**src/rtl/systolic_operand_feeder_if.sv**
```systemverilog
// systolic_operand_feeder_if: load/start/stream bundle between the feeder and its controller/array.
//   master: drives load_en/load_sel/load_row/load_col/load_data/start, observes status and streams.
//   slave : the feeder; consumes loads/start, drives busy/done/array_clear/a_out/b_out.
interface systolic_operand_feeder_if #(
    parameter int DATA_SIZE = 8,
    parameter int N = 4,
    parameter int K = 4,
    parameter int IDX_W = $clog2((N > K) ? N : K)
);
    logic                   load_en;
    logic                   load_sel;
    logic [IDX_W-1:0]       load_row;
    logic [IDX_W-1:0]       load_col;
    logic [DATA_SIZE-1:0]   load_data;
    logic                   start;
    logic                   busy;
    logic                   done;
    logic                   array_clear;
    logic [N*DATA_SIZE-1:0] a_out;
    logic [N*DATA_SIZE-1:0] b_out;

    modport master (
        output load_en, load_sel, load_row, load_col, load_data, start,
        input  busy, done, array_clear, a_out, b_out
    );

    modport slave (
        input  load_en, load_sel, load_row, load_col, load_data, start,
        output busy, done, array_clear, a_out, b_out
    );
endinterface

```
**src/rtl/systolic_operand_feeder.sv**
```systemverilog
// systolic_operand_feeder: buffers A (NxK) and B (KxN) and streams them skewed into an NxN array.
//   clk, reset : clock, synchronous active-high reset.
//   bus.slave  : load port (IDLE only), start, busy/done/array_clear status, a_out/b_out edge lanes.
module systolic_operand_feeder #(
    parameter int DATA_SIZE = 8,
    parameter int N = 4,
    parameter int K = 4,
    parameter int IDX_W = $clog2((N > K) ? N : K)
) (
    input logic clk,
    input logic reset,
    systolic_operand_feeder_if.slave bus
);
    localparam int CW = $clog2(K + N);

    typedef enum logic [2:0] {IDLE, CLEAR, FEED, FLUSH, DONE} state_t;

    state_t                 state_q, state_d;
    logic [CW-1:0]          cnt_q, cnt_d;
    logic [DATA_SIZE-1:0]   a_mem_q [N][K];
    logic [DATA_SIZE-1:0]   b_mem_q [K][N];
    logic                   busy_q, busy_d;
    logic                   done_q, done_d;
    logic                   clr_q, clr_d;
    logic [N*DATA_SIZE-1:0] a_q, a_d;
    logic [N*DATA_SIZE-1:0] b_q, b_d;

    assign bus.busy        = busy_q;
    assign bus.done        = done_q;
    assign bus.array_clear = clr_q;
    assign bus.a_out       = a_q;
    assign bus.b_out       = b_q;

    // Exact index matching makes out-of-range writes fall through untouched.
    always_ff @(posedge clk) begin
        if (state_q == IDLE && bus.load_en)
            for (int i = 0; i < N; i++)
                for (int k = 0; k < K; k++) begin
                    if (!bus.load_sel && int'(bus.load_row) == i && int'(bus.load_col) == k)
                        a_mem_q[i][k] <= bus.load_data;
                    if (bus.load_sel && int'(bus.load_row) == k && int'(bus.load_col) == i)
                        b_mem_q[k][i] <= bus.load_data;
                end
    end

    always_ff @(posedge clk) begin
        if (reset) begin
            state_q <= IDLE;
            cnt_q   <= '0;
            busy_q  <= 1'b0;
            done_q  <= 1'b0;
            clr_q   <= 1'b0;
            a_q     <= '0;
            b_q     <= '0;
        end else begin
            state_q <= state_d;
            cnt_q   <= cnt_d;
            busy_q  <= busy_d;
            done_q  <= done_d;
            clr_q   <= clr_d;
            a_q     <= a_d;
            b_q     <= b_d;
        end
    end

    always_comb begin
        state_d = state_q;
        cnt_d   = cnt_q;
        case (state_q)
            IDLE:  if (bus.start) begin
                state_d = CLEAR;
                cnt_d   = '0;
            end
            CLEAR: begin
                state_d = FEED;
                cnt_d   = '0;
            end
            FEED:  if (cnt_q == CW'(K + N - 2)) begin
                state_d = FLUSH;
                cnt_d   = '0;
            end else cnt_d = cnt_q + 1'b1;
            FLUSH: if (cnt_q == CW'(N - 1)) begin
                state_d = DONE;
                cnt_d   = '0;
            end else cnt_d = cnt_q + 1'b1;
            DONE:    state_d = IDLE;
            default: state_d = IDLE;
        endcase
    end

    // Outputs are computed from the next state so they land in registers on the same edge.
    // Beat t feeds A[i][t-i] on row lane i and B[t-i][i] on column lane i.
    always_comb begin
        busy_d = state_d inside {CLEAR, FEED, FLUSH};
        done_d = state_d == DONE;
        clr_d  = state_d == CLEAR;
        a_d    = '0;
        b_d    = '0;
        if (state_d == FEED)
            for (int i = 0; i < N; i++)
                for (int k = 0; k < K; k++)
                    if (int'(cnt_d) == i + k) begin
                        a_d[i*DATA_SIZE +: DATA_SIZE] = a_mem_q[i][k];
                        b_d[i*DATA_SIZE +: DATA_SIZE] = b_mem_q[k][i];
                    end
    end
endmodule

```
**src/flat_wrapper.sv**
```systemverilog
// flat-port wrapper written by rule: the top's interface ports become plain ports
module systolic_operand_feeder_flat 
#(
    parameter int DATA_SIZE = 8,
    parameter int N = 4,
    parameter int K = 4,
    parameter int IDX_W = $clog2((N > K) ? N : K)
)
  (clk, reset, bus_load_en, bus_load_sel, bus_load_row, bus_load_col, bus_load_data, bus_start, bus_busy, bus_done, bus_array_clear, bus_a_out, bus_b_out);
  systolic_operand_feeder_if #(.DATA_SIZE(DATA_SIZE), .N(N), .K(K), .IDX_W(IDX_W)) bus_i ();
  input logic clk;
  input logic reset;
  input wire logic [$bits(bus_i.load_en)-1:0] bus_load_en;
  input wire logic [$bits(bus_i.load_sel)-1:0] bus_load_sel;
  input wire logic [$bits(bus_i.load_row)-1:0] bus_load_row;
  input wire logic [$bits(bus_i.load_col)-1:0] bus_load_col;
  input wire logic [$bits(bus_i.load_data)-1:0] bus_load_data;
  input wire logic [$bits(bus_i.start)-1:0] bus_start;
  output wire logic [$bits(bus_i.busy)-1:0] bus_busy;
  output wire logic [$bits(bus_i.done)-1:0] bus_done;
  output wire logic [$bits(bus_i.array_clear)-1:0] bus_array_clear;
  output wire logic [$bits(bus_i.a_out)-1:0] bus_a_out;
  output wire logic [$bits(bus_i.b_out)-1:0] bus_b_out;
  assign bus_i.load_en = bus_load_en;
  assign bus_i.load_sel = bus_load_sel;
  assign bus_i.load_row = bus_load_row;
  assign bus_i.load_col = bus_load_col;
  assign bus_i.load_data = bus_load_data;
  assign bus_i.start = bus_start;
  assign bus_busy = bus_i.busy;
  assign bus_done = bus_i.done;
  assign bus_array_clear = bus_i.array_clear;
  assign bus_a_out = bus_i.a_out;
  assign bus_b_out = bus_i.b_out;
  systolic_operand_feeder #(.DATA_SIZE(DATA_SIZE), .N(N), .K(K), .IDX_W(IDX_W)) u_core (.clk(clk), .reset(reset), .bus(bus_i));
endmodule
```
**config.mk**
```make
export PLATFORM = sky130hd
export DESIGN_NAME = systolic_operand_feeder_flat
export DESIGN_NICKNAME = d
export VERILOG_FILES = /design/src/rtl/systolic_operand_feeder_if.sv /design/src/rtl/systolic_operand_feeder.sv /design/src/flat_wrapper.sv
export SDC_FILE = /design/constraint.sdc
export NUM_CORES = 1
export LEC_CHECK = 0
export ABC_AREA = 1
export BUFFER_PORTS_ARGS = -buffer_cell sky130_fd_sc_hd__buf_2
export CORE_UTILIZATION = 40
export DETAILED_ROUTE_END_ITERATION = 12
export SYNTH_ARGS = -nofsm -noshare
export SYNTH_HDL_FRONTEND = slang
export SYNTH_SLANG_ARGS = --single-unit
```
**constraint.sdc**
```tcl
create_clock -name clk -period 4.2 [get_ports clk]
set_clock_uncertainty 0.1 [all_clocks]
set_input_delay 0.42 -clock clk [delete_from_list [all_inputs] [get_ports clk]]
set_output_delay 0.42 -clock clk [all_outputs]
set_load 0.05 [all_outputs]
```
==> results of run 1 <==
[worst max-delay path by stage]
stage | startpoint | endpoint | cells past startpoint
3_3_place_gp | u_core.cnt_q[0] | u_core.bus.b_out[29] | 12
4_1_cts | u_core.cnt_q[0] | u_core.bus.b_out[29] | 12
5_1_grt | u_core.cnt_q[0] | u_core.bus.a_out[23] | 12
2_1_floorplan | bus_load_col[1] | u_core.b_mem_q[3][10] | 4
6_report | u_core.cnt_q[1] | u_core.bus.a_out[12] | 12
3_5_place_dp | u_core.cnt_q[1] | u_core.bus.a_out[12] | 12
[cells in the final DEF, fill, tap and decap left out, drive strengths merged]
| cell | instances |
|---|---|
| o21ai | 66 |
| nand3 | 109 |
| clkinvlp | 1 |
| dfxtp | 73 |
| a21boi | 1 |
| buf | 102 |
| inv | 68 |
| clkbuf | 44 |
| nor2 | 186 |
| edfxtp | 256 |
| diode | 1 |
| a21oi | 19 |
| nand2 | 152 |
| clkinv | 16 |
| or2 | 1 |
| bufinv | 2 |
| nand4 | 98 |
| nor4 | 1 |
| nor3 | 8 |
| ha | 4 |
| nor3b | 1 |
[cells by family (layout without fill, tap and decap cells)]
kind of cell / after synthesis / in the layout / share of synthesized area
AND/OR/NAND/NOR: 556 / 556 / 0.203
AO/OA/AOI/OAI: 86 / 86 / 0.0337
buffers and inverters: 136 / 233 / 0.0485
other: 0 / 1 / 0
flip-flops: 329 / 329 / 0.711
adder cells (fa/ha/maj): 4 / 4 / 0.00389
[power by group]
part,leakage (nW),internal (W),switching (W),total [W]
clock network,0.560,0.00178,0.00124,0.00302
logic,2.34,0.0000972,0.000393,0.000490
registers,3.08,0.00353,0.00000988,0.00354
[sequential cells by signal (all words and copies together), names as in the netlist, 3 cells and up]
register / cells
u_core.a_mem_q: 128
u_core.b_mem_q: 128
u_core.bus.a_out: 32
u_core.bus.b_out: 32
u_core.cnt_q: 3
u_core.state_q: 3
[worst max-delay path: stages, from the launching register on]
cell and delay [ns]:
dfxtp_1 0.38, ha_1 0.21, ha_1 0.18, inv_1 0.08, nand2_1 0.06, nor2_1 0.04, nor2_1 0.13, nand2_2 0.43
nor2_4 0.53, nand2_1 0.10, buf_4 0.26, o21ai_0 0.22, nor2_1 0.08
[synthesized netlist by cell type, drive strengths merged, types with 4 or more instances]
cell    number  share of area
a21oi       19         0.0074
buf         52          0.024
clkbuf      15         0.0044
dfxtp       73           0.11
edfxtp     256           0.60
ha           4         0.0039
inv         68          0.020
nand2      152          0.046
nand3      109          0.044
nand4       98          0.048
nor2       186          0.058
nor3         8         0.0040
o21ai       66          0.026
[through the flow]
stage | util | cell area (um^2)
2_1_floorplan | - | 12900
3_3_place_gp | 0.430 | 13600
3_5_place_dp | 0.430 | 13600
4_1_cts | 0.466 | 14700
5_1_grt | 0.466 | 14700
6_report | 0.466 | 14700
[layout make-up]
cell class,count,share of cell area
flip-flops and latches,329,0.622
multi-input cells,646,0.210
clock buffers,44,0.0668
repair buffers,102,0.0388
well taps,402,0.0342
inverters,69,0.0176
clock inverters,18,0.00987
diodes,1,0.000170
[routing by layer]
layer	part of all wire	vias up	global-route usage
met3	0.076	64	0.0387
li1	-	4057	-
met4	0.029	2	0.0651
met5	0.00041	-	0
met1	0.43	4067	0.260
met2	0.47	318	0.313
==> flow_metrics.py, run 1 <==
metrics = {
    "setup_path": {
        "cp.arrival_ns": 3.25,
        "r2r_cells": 12,
        "r2r_slack_ns": 1.24,
        "r2r-end": "u_core.bus.a_out[12]",
        "cp.required_ns": 4.49,
        "path_class": "reg -> reg",
        "crit_fanout": 32,
        "crit_path_start_kind": "flop",
        "end_kind": "flop",
        "rr_startpoint": "u_core.cnt_q[1]",
    },
    "timing": {
        "fmax_mhz": 338,
        "hold_violations": 0,
        "slew_viol_final": 0,
        "fin_crit_sh": 0.705,
        "setup_viol_count_final": 0,
        "min_period_ns": 2.96,
        "worst_pin_slew_ns": 1.08,
        "fin_ws_ns": 1.24,
        "rsz0062_at_grt": "false",
        "finalSetupTns_ns": 0,
        "slew-limit-headroom": 0.280,
        "whs_ns": 0.126,
    },
    "global_route": {
        "grt_pass1_vias": 8193,
        "track_usage": 0.193,
        "grt-ovfl-total": 0,
        "grt_pass1_wl_mm": 48.4,
        "antenna_found_initial": 2,
        "grt_max_degree": 55,
    },
    "place": {
        "place_ws_ns": 1.25,
        "numPortBuffers": 83,
        "dpl.hpwl_mm": 19.2,
        "gp_congestion": 0.836,
        "place_inst": 1548,
    },
    "outcome": {
        "outcome": "complete, no violations",
    },
    "synth": {
        "ys_types": 29,
        "synth-main-ff-cell": "edfxtp_1",
        "synth-edff-count": 256,
        "synthCells": 1111,
        "synth_nets": 1132,
        "yosys_warnings": 0,
        "synth-seq-cells": 329,
        "avgSynthCellArea_um2": 11.6,
        "ys_seq_area_frac": 0.711,
        "syn_area_um2": 12900,
        "async_flop_share": 0,
    },
    "min_path": {
        "hp-start": "reset",
        "worstHoldPathCells": 2,
        "min_to": "u_core.cnt_q[0]",
        "hp-class": "in -> reg",
    },
    "die": {
        "rows": 65,
        "ios": 84,
        "die_w_um": 181,
        "dieArea_um2": 32900,
        "start_util": 0.408,
        "fp.coreArea_um2": 31600,
        "fp.dieH_um": 181,
    },
    "layout": {
        "fill_cells": 2877,
        "area_growth_syn_to_layout_pct": 14.4,
        "seq_area_um2": 9150,
        "drive_above_1_share": 0.155,
        "nets": 1204,
        "multi_input_area_um2": 3090,
        "stdcell_count": 1611,
    },
    "cts": {
        "cts_htree_levels": 2,
        "postCtsResizedCells": 0,
        "cts_buffers": 35,
        "clk_pin_slew_ns": 0.06,
        "cts_setup_buffers": 0,
        "clock_latency_ns": 0.51,
        "cts-root-buf": "clkbuf_16",
        "hold_buffers": 0,
        "clockBufferDepth": 3,
        "cts_tree": "yes",
        "clock-sinks": 329,
    },
    "drt": {
        "viasPerCell": 5.28,
        "drt_wl_total_mm": 31.7,
        "wl_per_cell_um": 19.7,
        "drt_iter0_drc": 725,
        "num_vias": 8508,
        "drc_errors": 0,
        "first_pass_iters": 5,
        "ant_nets": 0,
    },
    "power_and_ir_drop": {
        "power_leakage_nw": 5.98,
        "fin_total_pwr_w": 0.00704,
        "powerDensity_nw_per_um2": 479,
        "irDropWorstVdd_v": 0.000260,
    },
    "run": {
        "cap_violations": 0,
    },
}
(Power assumes the default switching activity.)
==> run 2: changes to the inputs <==
==> constraint.sdc (replaced) <==
create_clock -name clk -period 2.8 [get_ports clk]
set_clock_uncertainty 0.1 [all_clocks]
set_input_delay 0.28 -clock clk [delete_from_list [all_inputs] [get_ports clk]]
set_output_delay 0.28 -clock clk [all_outputs]
set_load 0.05 [all_outputs]
==> flow_metrics.py, run 2 (same netlist as run 1, synthesis figures left out) <==
metrics = {
    "outcome": {
        "outcome": "complete, no violations",
    },
    "global_route": {
        "grt_max_degree": 65,
        "grt-ovfl-total": 0,
        "track_usage": 0.198,
        "grt_pass1_vias": 8574,
        "antenna_found_initial": 3,
        "grt_pass1_wl_mm": 49.5,
    },
    "timing": {
        "hold_violations": 0,
        "finalSetupTns_ns": 0,
        "slew_viol_final": 0,
        "worst_pin_slew_ns": 0.622,
        "fin_crit_sh": 0.926,
        "fmax_mhz": 385,
        "min_period_ns": 2.59,
        "slew-limit-headroom": 0.584,
        "setup_viol_count_final": 0,
        "rsz0062_at_grt": "false",
    },
    "cts": {
        "cts_tree": "yes",
        "clock-sinks": 329,
        "clk_pin_slew_ns": 0.06,
        "cts_buffers": 36,
        "clockBufferDepth": 3,
        "postCtsResizedCells": 0,
        "cts_htree_levels": 2,
        "clock_latency_ns": 0.53,
        "cts-root-buf": "clkbuf_16",
    },
    "drt": {
        "wl_per_cell_um": 19.3,
        "drt_iter0_drc": 849,
        "viasPerCell": 5.25,
        "drt_wl_total_mm": 32.0,
        "num_vias": 8704,
        "ant_nets": 0,
        "drc_errors": 0,
        "first_pass_iters": 5,
    },
    "layout": {
        "finish.utilization": 0.480,
        "largest_registers": "u_core.a_mem_q: 128 flops, u_core.b_mem_q: 128 flops",
        "area_growth_syn_to_layout_pct": 17.7,
        "fill_cells": 2811,
        "final_area_um2": 15100,
        "mostFrequentLayoutCells": "edfxtp_1 (256), nor2_1 (176), nand2_1 (146)",
        "drive_above_1_share": 0.175,
        "nets": 1248,
        "stdcell_count": 1658,
        "final_common_cell": "edfxtp_1",
    },
    "power_and_ir_drop": {
        "irDropWorstVdd_v": 0.000430,
        "power_leakage_nw": 6.22,
        "powerDensity_nw_per_um2": 713,
        "fin_total_pwr_w": 0.0108,
    },
    "die": {
        "fp.coreArea_um2": 31600,
        "rows": 65,
        "ios": 84,
        "die_w_um": 181,
        "start_util": 0.408,
        "fp.dieH_um": 181,
        "dieArea_um2": 32900,
    },
    "setup_path": {
        "crit_path_frequent_cell": "nand2_1",
        "r2r-end": "u_core.b_mem_q[0][12]",
        "path_buf_inv": 2,
        "rr_startpoint": "u_core.state_q[1]",
        "r2r_slack_ns": 0.21,
        "crit_path_start_kind": "flop",
        "critPathSlowestCell": "nor2_1",
        "cp.arrival_ns": 2.73,
        "max_stage_delay_ns": 0.51,
        "path_class": "reg -> reg",
        "end_kind": "flop",
        "r2r_cells": 10,
        "cp.required_ns": 2.93,
        "startpoint": "u_core.state_q[1]",
        "crit_path_cell_trace": "inv_2 -> nand3_2 -> nor2_4 -> nand2_1 -> nor2_1 -> a21oi_1 -> nand2_1 -> inv_2 -> nand2_1 -> nor2_1",
        "path_delay_family": "simple AND/OR/NAND/NOR gates",
        "crit_fanout": 16,
    },
    "run": {
        "cap_violations": 0,
    },
    "min_path": {
        "hp-class": "in -> reg",
        "hp-start": "bus_load_data[0]",
        "worstHoldPathCells": 1,
        "min_to": "u_core.a_mem_q[1][24]",
    },
    "place": {
        "dpl-instance-area_um2": 13900,
        "dpl.hpwl_mm": 20.2,
        "numPortBuffers": 83,
        "place_inst": 1588,
        "gp_congestion": 0.883,
    },
}
run 2: cell count changes in the layout (fill, tap and decap cells not counted), moves of 3 or more:
cell and delta:
buf_12 +5, dlygate4sd3_1 +3, buf_4 +35, clkinv_2 -7, clkbuf_1 +10
run 2: worst max path at each step:
stage | cells after the start | to
global placement | 10 | u_core.b_mem_q[3][20]
finish | 10 | u_core.b_mem_q[0][12]
CTS | 10 | u_core.b_mem_q[0][12]
global route | 10 | u_core.b_mem_q[0][12]
detailed placement | 10 | u_core.b_mem_q[3][20]
floorplan | 9 | u_core.b_mem_q[3][0]
run 2: through the flow:
stage / hold WS (ns) / setup slack, ns
6_report: 0.0526 / 0.206
2_1_floorplan: 0.279 / 0.682
3_5_place_dp: 0.386 / 0.326
5_1_grt: 0.0359 / 0.0720
3_3_place_gp: 0.388 / 0.383
4_1_cts: 0.0341 / 0.292
run 2: report_power, final:
part	total [W]	leakage (nW)	switching (W)	internal, W
clock	0.00470	0.560	0.00186	0.00284
combinational	0.000793	2.58	0.000599	0.000194
sequential	0.00531	3.08	0.0000177	0.00529
total	0.0108	6.22	0.00248	0.00832
run 2: area by class of cell:
class                           instances  area, um^2  share of cell area
Sequential cell                       329        9150               0.604
Multi-Input combinational cell        646        3090               0.204
Clock buffer                           52         992              0.0656
Timing Repair Buffer                  145         963              0.0637
Tap cell                              402         503              0.0332
Inverter                               69         259              0.0171
Clock inverter                         13         170              0.0112
Antenna cell                            2        5.00            0.000331
run 2: what timing repair did:
| action | 4_1_cts | 5_1_grt |
|---|---|---|
| hold buffers | 3 | 0 |
| setup buffers | 0 | 0 |
| hold endpoints to repair | 8 | 0 |
run 2: layer usage:
| layer | vias to the layer above | GRT usage | part of all wire | wire, um |
|---|---|---|---|---|
| li1 | 4146 | - | - | - |
| met1 | 4196 | 0.271 | 0.44 | 14100 |
| met2 | 296 | 0.317 | 0.47 | 15000 |
| met3 | 62 | 0.0327 | 0.062 | 1980 |
| met4 | 4 | 0.0746 | 0.029 | 937 |
| met5 | - | 0 | 0.00090 | 29 |
==> run 3: changes to the inputs <==
--- a/config.mk
+++ b/config.mk
@@ -7,8 +7,9 @@
 export LEC_CHECK = 0
 export ABC_AREA = 1
 export BUFFER_PORTS_ARGS = -buffer_cell sky130_fd_sc_hd__buf_2
-export CORE_UTILIZATION = 40
+export CORE_UTILIZATION = 55
 export DETAILED_ROUTE_END_ITERATION = 12
+export PLACE_DENSITY = 0.73
 export SYNTH_ARGS = -nofsm -noshare
 export SYNTH_HDL_FRONTEND = slang
 export SYNTH_SLANG_ARGS = --single-unit
==> constraint.sdc (replaced) <==
create_clock -name clk -period 2.8 [get_ports clk]
set_clock_uncertainty 0.1 [all_clocks]
set_input_delay 0.28 -clock clk [delete_from_list [all_inputs] [get_ports clk]]
set_output_delay 0.28 -clock clk [all_outputs]
set_load 0.005 [all_outputs]
==> flow_metrics.py, run 3 (same netlist as run 1, synthesis figures left out) <==
metrics = {
    "setup_path": {
        "path_class": "reg -> reg",
        "r2r-end": "u_core.bus.b_out[8]",
        "cp.required_ns": 3.13,
        "crit_fanout": 86,
        "r2r_slack_ns": 0.37,
        "critPathSlowestCell": "dfxtp_1",
        "crit_path_start_kind": "flop",
        "r2r_cells": 14,
        "rr_startpoint": "u_core.cnt_q[0]",
        "end_kind": "flop",
        "cp.arrival_ns": 2.76,
        "max_stage_delay_ns": 0.37,
        "crit_path_cell_trace": "ha_1 -> inv_1 -> ha_1 -> inv_1 -> nand2_1 -> nor2_1 -> nor2_2 -> nand2_4 -> inv_2 -> buf_12 -> nand4_1 -> nand2_1 -> nor2_1 -> nor2_1",
        "crit_path_frequent_cell": "nor2_1",
    },
    "drt": {
        "drt_iter0_drc": 845,
        "wl_per_cell_um": 19.5,
        "ant_nets": 0,
        "first_pass_iters": 7,
        "drc_errors": 0,
        "drt_wl_total_mm": 30.3,
        "num_vias": 8852,
        "viasPerCell": 5.70,
    },
    "layout": {
        "area_growth_syn_to_layout_pct": 15.5,
        "mostFrequentLayoutCells": "edfxtp_1 (256), nor2_1 (176), nand2_1 (146)",
        "fill_cells": 1696,
        "nets": 1236,
        "largest_registers": "u_core.a_mem_q: 128 flops, u_core.b_mem_q: 128 flops",
        "n_antenna_cell": 0,
        "stdcell_count": 1554,
        "final_common_cell": "edfxtp_1",
        "drive_above_1_share": 0.168,
    },
    "place": {
        "gp_congestion": 0.818,
        "numPortBuffers": 83,
        "place_ws_ns": 0.433,
        "place_inst": 1489,
        "dpl.hpwl_mm": 18.1,
    },
    "cts": {
        "clock-sinks": 329,
        "cts-root-buf": "clkbuf_16",
        "postCtsResizedCells": 0,
        "cts_buffers": 34,
        "clk_pin_slew_ns": 0.06,
        "hold_buffers": 3,
        "cts_setup_buffers": 0,
        "clock_latency_ns": 0.51,
        "cts_tree": "yes",
        "cts_htree_levels": 2,
        "clockBufferDepth": 3,
    },
    "timing": {
        "worst_pin_slew_ns": 0.703,
        "fmax_mhz": 411,
        "finalSetupTns_ns": 0,
        "hold_violations": 0,
        "fin_ws_ns": 0.367,
        "slew-limit-headroom": 0.530,
        "rsz0062_at_grt": "false",
        "min_period_ns": 2.43,
        "setup_viol_count_final": 0,
        "fin_crit_sh": 0.869,
        "slew_viol_final": 0,
    },
    "die": {
        "die_w_um": 155,
        "fp.coreArea_um2": 22800,
        "ios": 84,
        "rows": 55,
        "fp.dieH_um": 155,
        "start_util": 0.565,
        "dieArea_um2": 24000,
    },
    "power_and_ir_drop": {
        "power_leakage_nw": 6.13,
        "combinationalPowerShare": 0.066,
        "internal_power_w": 0.00806,
        "switchingPower_w": 0.00228,
        "powerDensity_nw_per_um2": 696,
        "p_sw_frac": 0.220,
        "clockPowerShare": 0.421,
        "p_seq_frac": 0.513,
        "irDropWorstVdd_v": 0.000474,
    },
    "min_path": {
        "hp-class": "in -> reg",
        "min_to": "u_core.a_mem_q[1][4]",
        "worstHoldPathCells": 1,
        "hp-start": "bus_load_data[4]",
    },
    "global_route": {
        "antenna_found_initial": 0,
        "track_usage": 0.259,
        "grt_pass1_wl_mm": 47.0,
        "grt_max_degree": 87,
        "grt-ovfl-total": 0,
        "grt_pass1_vias": 8484,
    },
    "run": {
        "cap_violations": 0,
    },
    "outcome": {
        "outcome": "complete, no violations",
    },
}
==> run 3: changes by cell type in the layout (fill, tap and decap cells not counted), moves of 2 or more <==
cell | previous run | this run
bufinv_16 | 4 | 1
clkbuf_8 | 1 | 3
clkinv_2 | 2 | 5
clkinv_1 | 5 | 1
inv_6 | 2 | 0
buf_4 | 53 | 44
diode_2 | 2 | 0
==> run 3: cell type report <==
cell class	count	area, um^2	area share
Multi-Input combinational cell	646	3090	0.208
Clock buffer	55	1020	0.0689
Inverter	69	259	0.0174
Timing Repair Buffer	135	876	0.0590
Sequential cell	329	9150	0.616
Clock inverter	7	62.6	0.00421
Tap cell	313	392	0.0264
==> run 3: how the worst max path moves through the flow <==
stage | start | slack (ns) | end
floorplan | u_core.state_q[2] | 0.68 | u_core.b_mem_q[3][0]
global placement | u_core.cnt_q[0] | 0.50 | u_core.bus.b_out[14]
detailed placement | u_core.cnt_q[1] | 0.43 | u_core.bus.b_out[12]
CTS | u_core.cnt_q[0] | 0.39 | u_core.bus.b_out[8]
global route | u_core.cnt_q[0] | 0.18 | u_core.bus.b_out[28]
finish | u_core.cnt_q[0] | 0.37 | u_core.bus.b_out[8]
==> run 3: per-layer routing <==
metal	vias to the layer above	part of all wire	track usage	routed length, um
met1	4265	0.41	0.356	12500
li1	4127	-	-	-
met2	390	0.48	0.414	14400
met5	-	0	0	0
met3	70	0.079	0.0476	2400
met4	0	0.034	0.102	1040
==> run 3: critical path: cells and delay by family (launching register included) <==
| family | cells | cell delay, ns |
|---|---|---|
| flip-flops | 1 | 0.37 |
| adder cells (fa/ha/maj) | 2 | 0.46 |
| AND/OR/NAND/NOR | 8 | 0.84 |
| buffers and inverters | 4 | 0.54 |
==> run 3: power groups by stage <==
stage | logic (W) | clock network [W] | registers, W
3_3_place_gp | 0.000650 | 0 | 0.00541
3_5_place_dp | 0.000663 | 0 | 0.00541
4_1_cts | 0.000676 | 0.00440 | 0.00530
5_1_grt | 0.000746 | 0.00460 | 0.00530
2_1_floorplan | 0.000416 | 0 | 0.00541
6_report | 0.000686 | 0.00435 | 0.00530
==> run 3: per-stage QoR <==
stage | power [W] | area, um^2 | hold slack, ns | util
2_1_floorplan | 0.00583 | 12900 | 0.279 | -
3_3_place_gp | 0.00606 | 13700 | 0.384 | 0.603
3_5_place_dp | 0.00607 | 13700 | 0.389 | 0.603
4_1_cts | 0.0104 | 14800 | 0.0241 | 0.652
5_1_grt | 0.0106 | 14800 | 0.0153 | 0.652
6_report | 0.0103 | 14800 | 0.0389 | 0.652
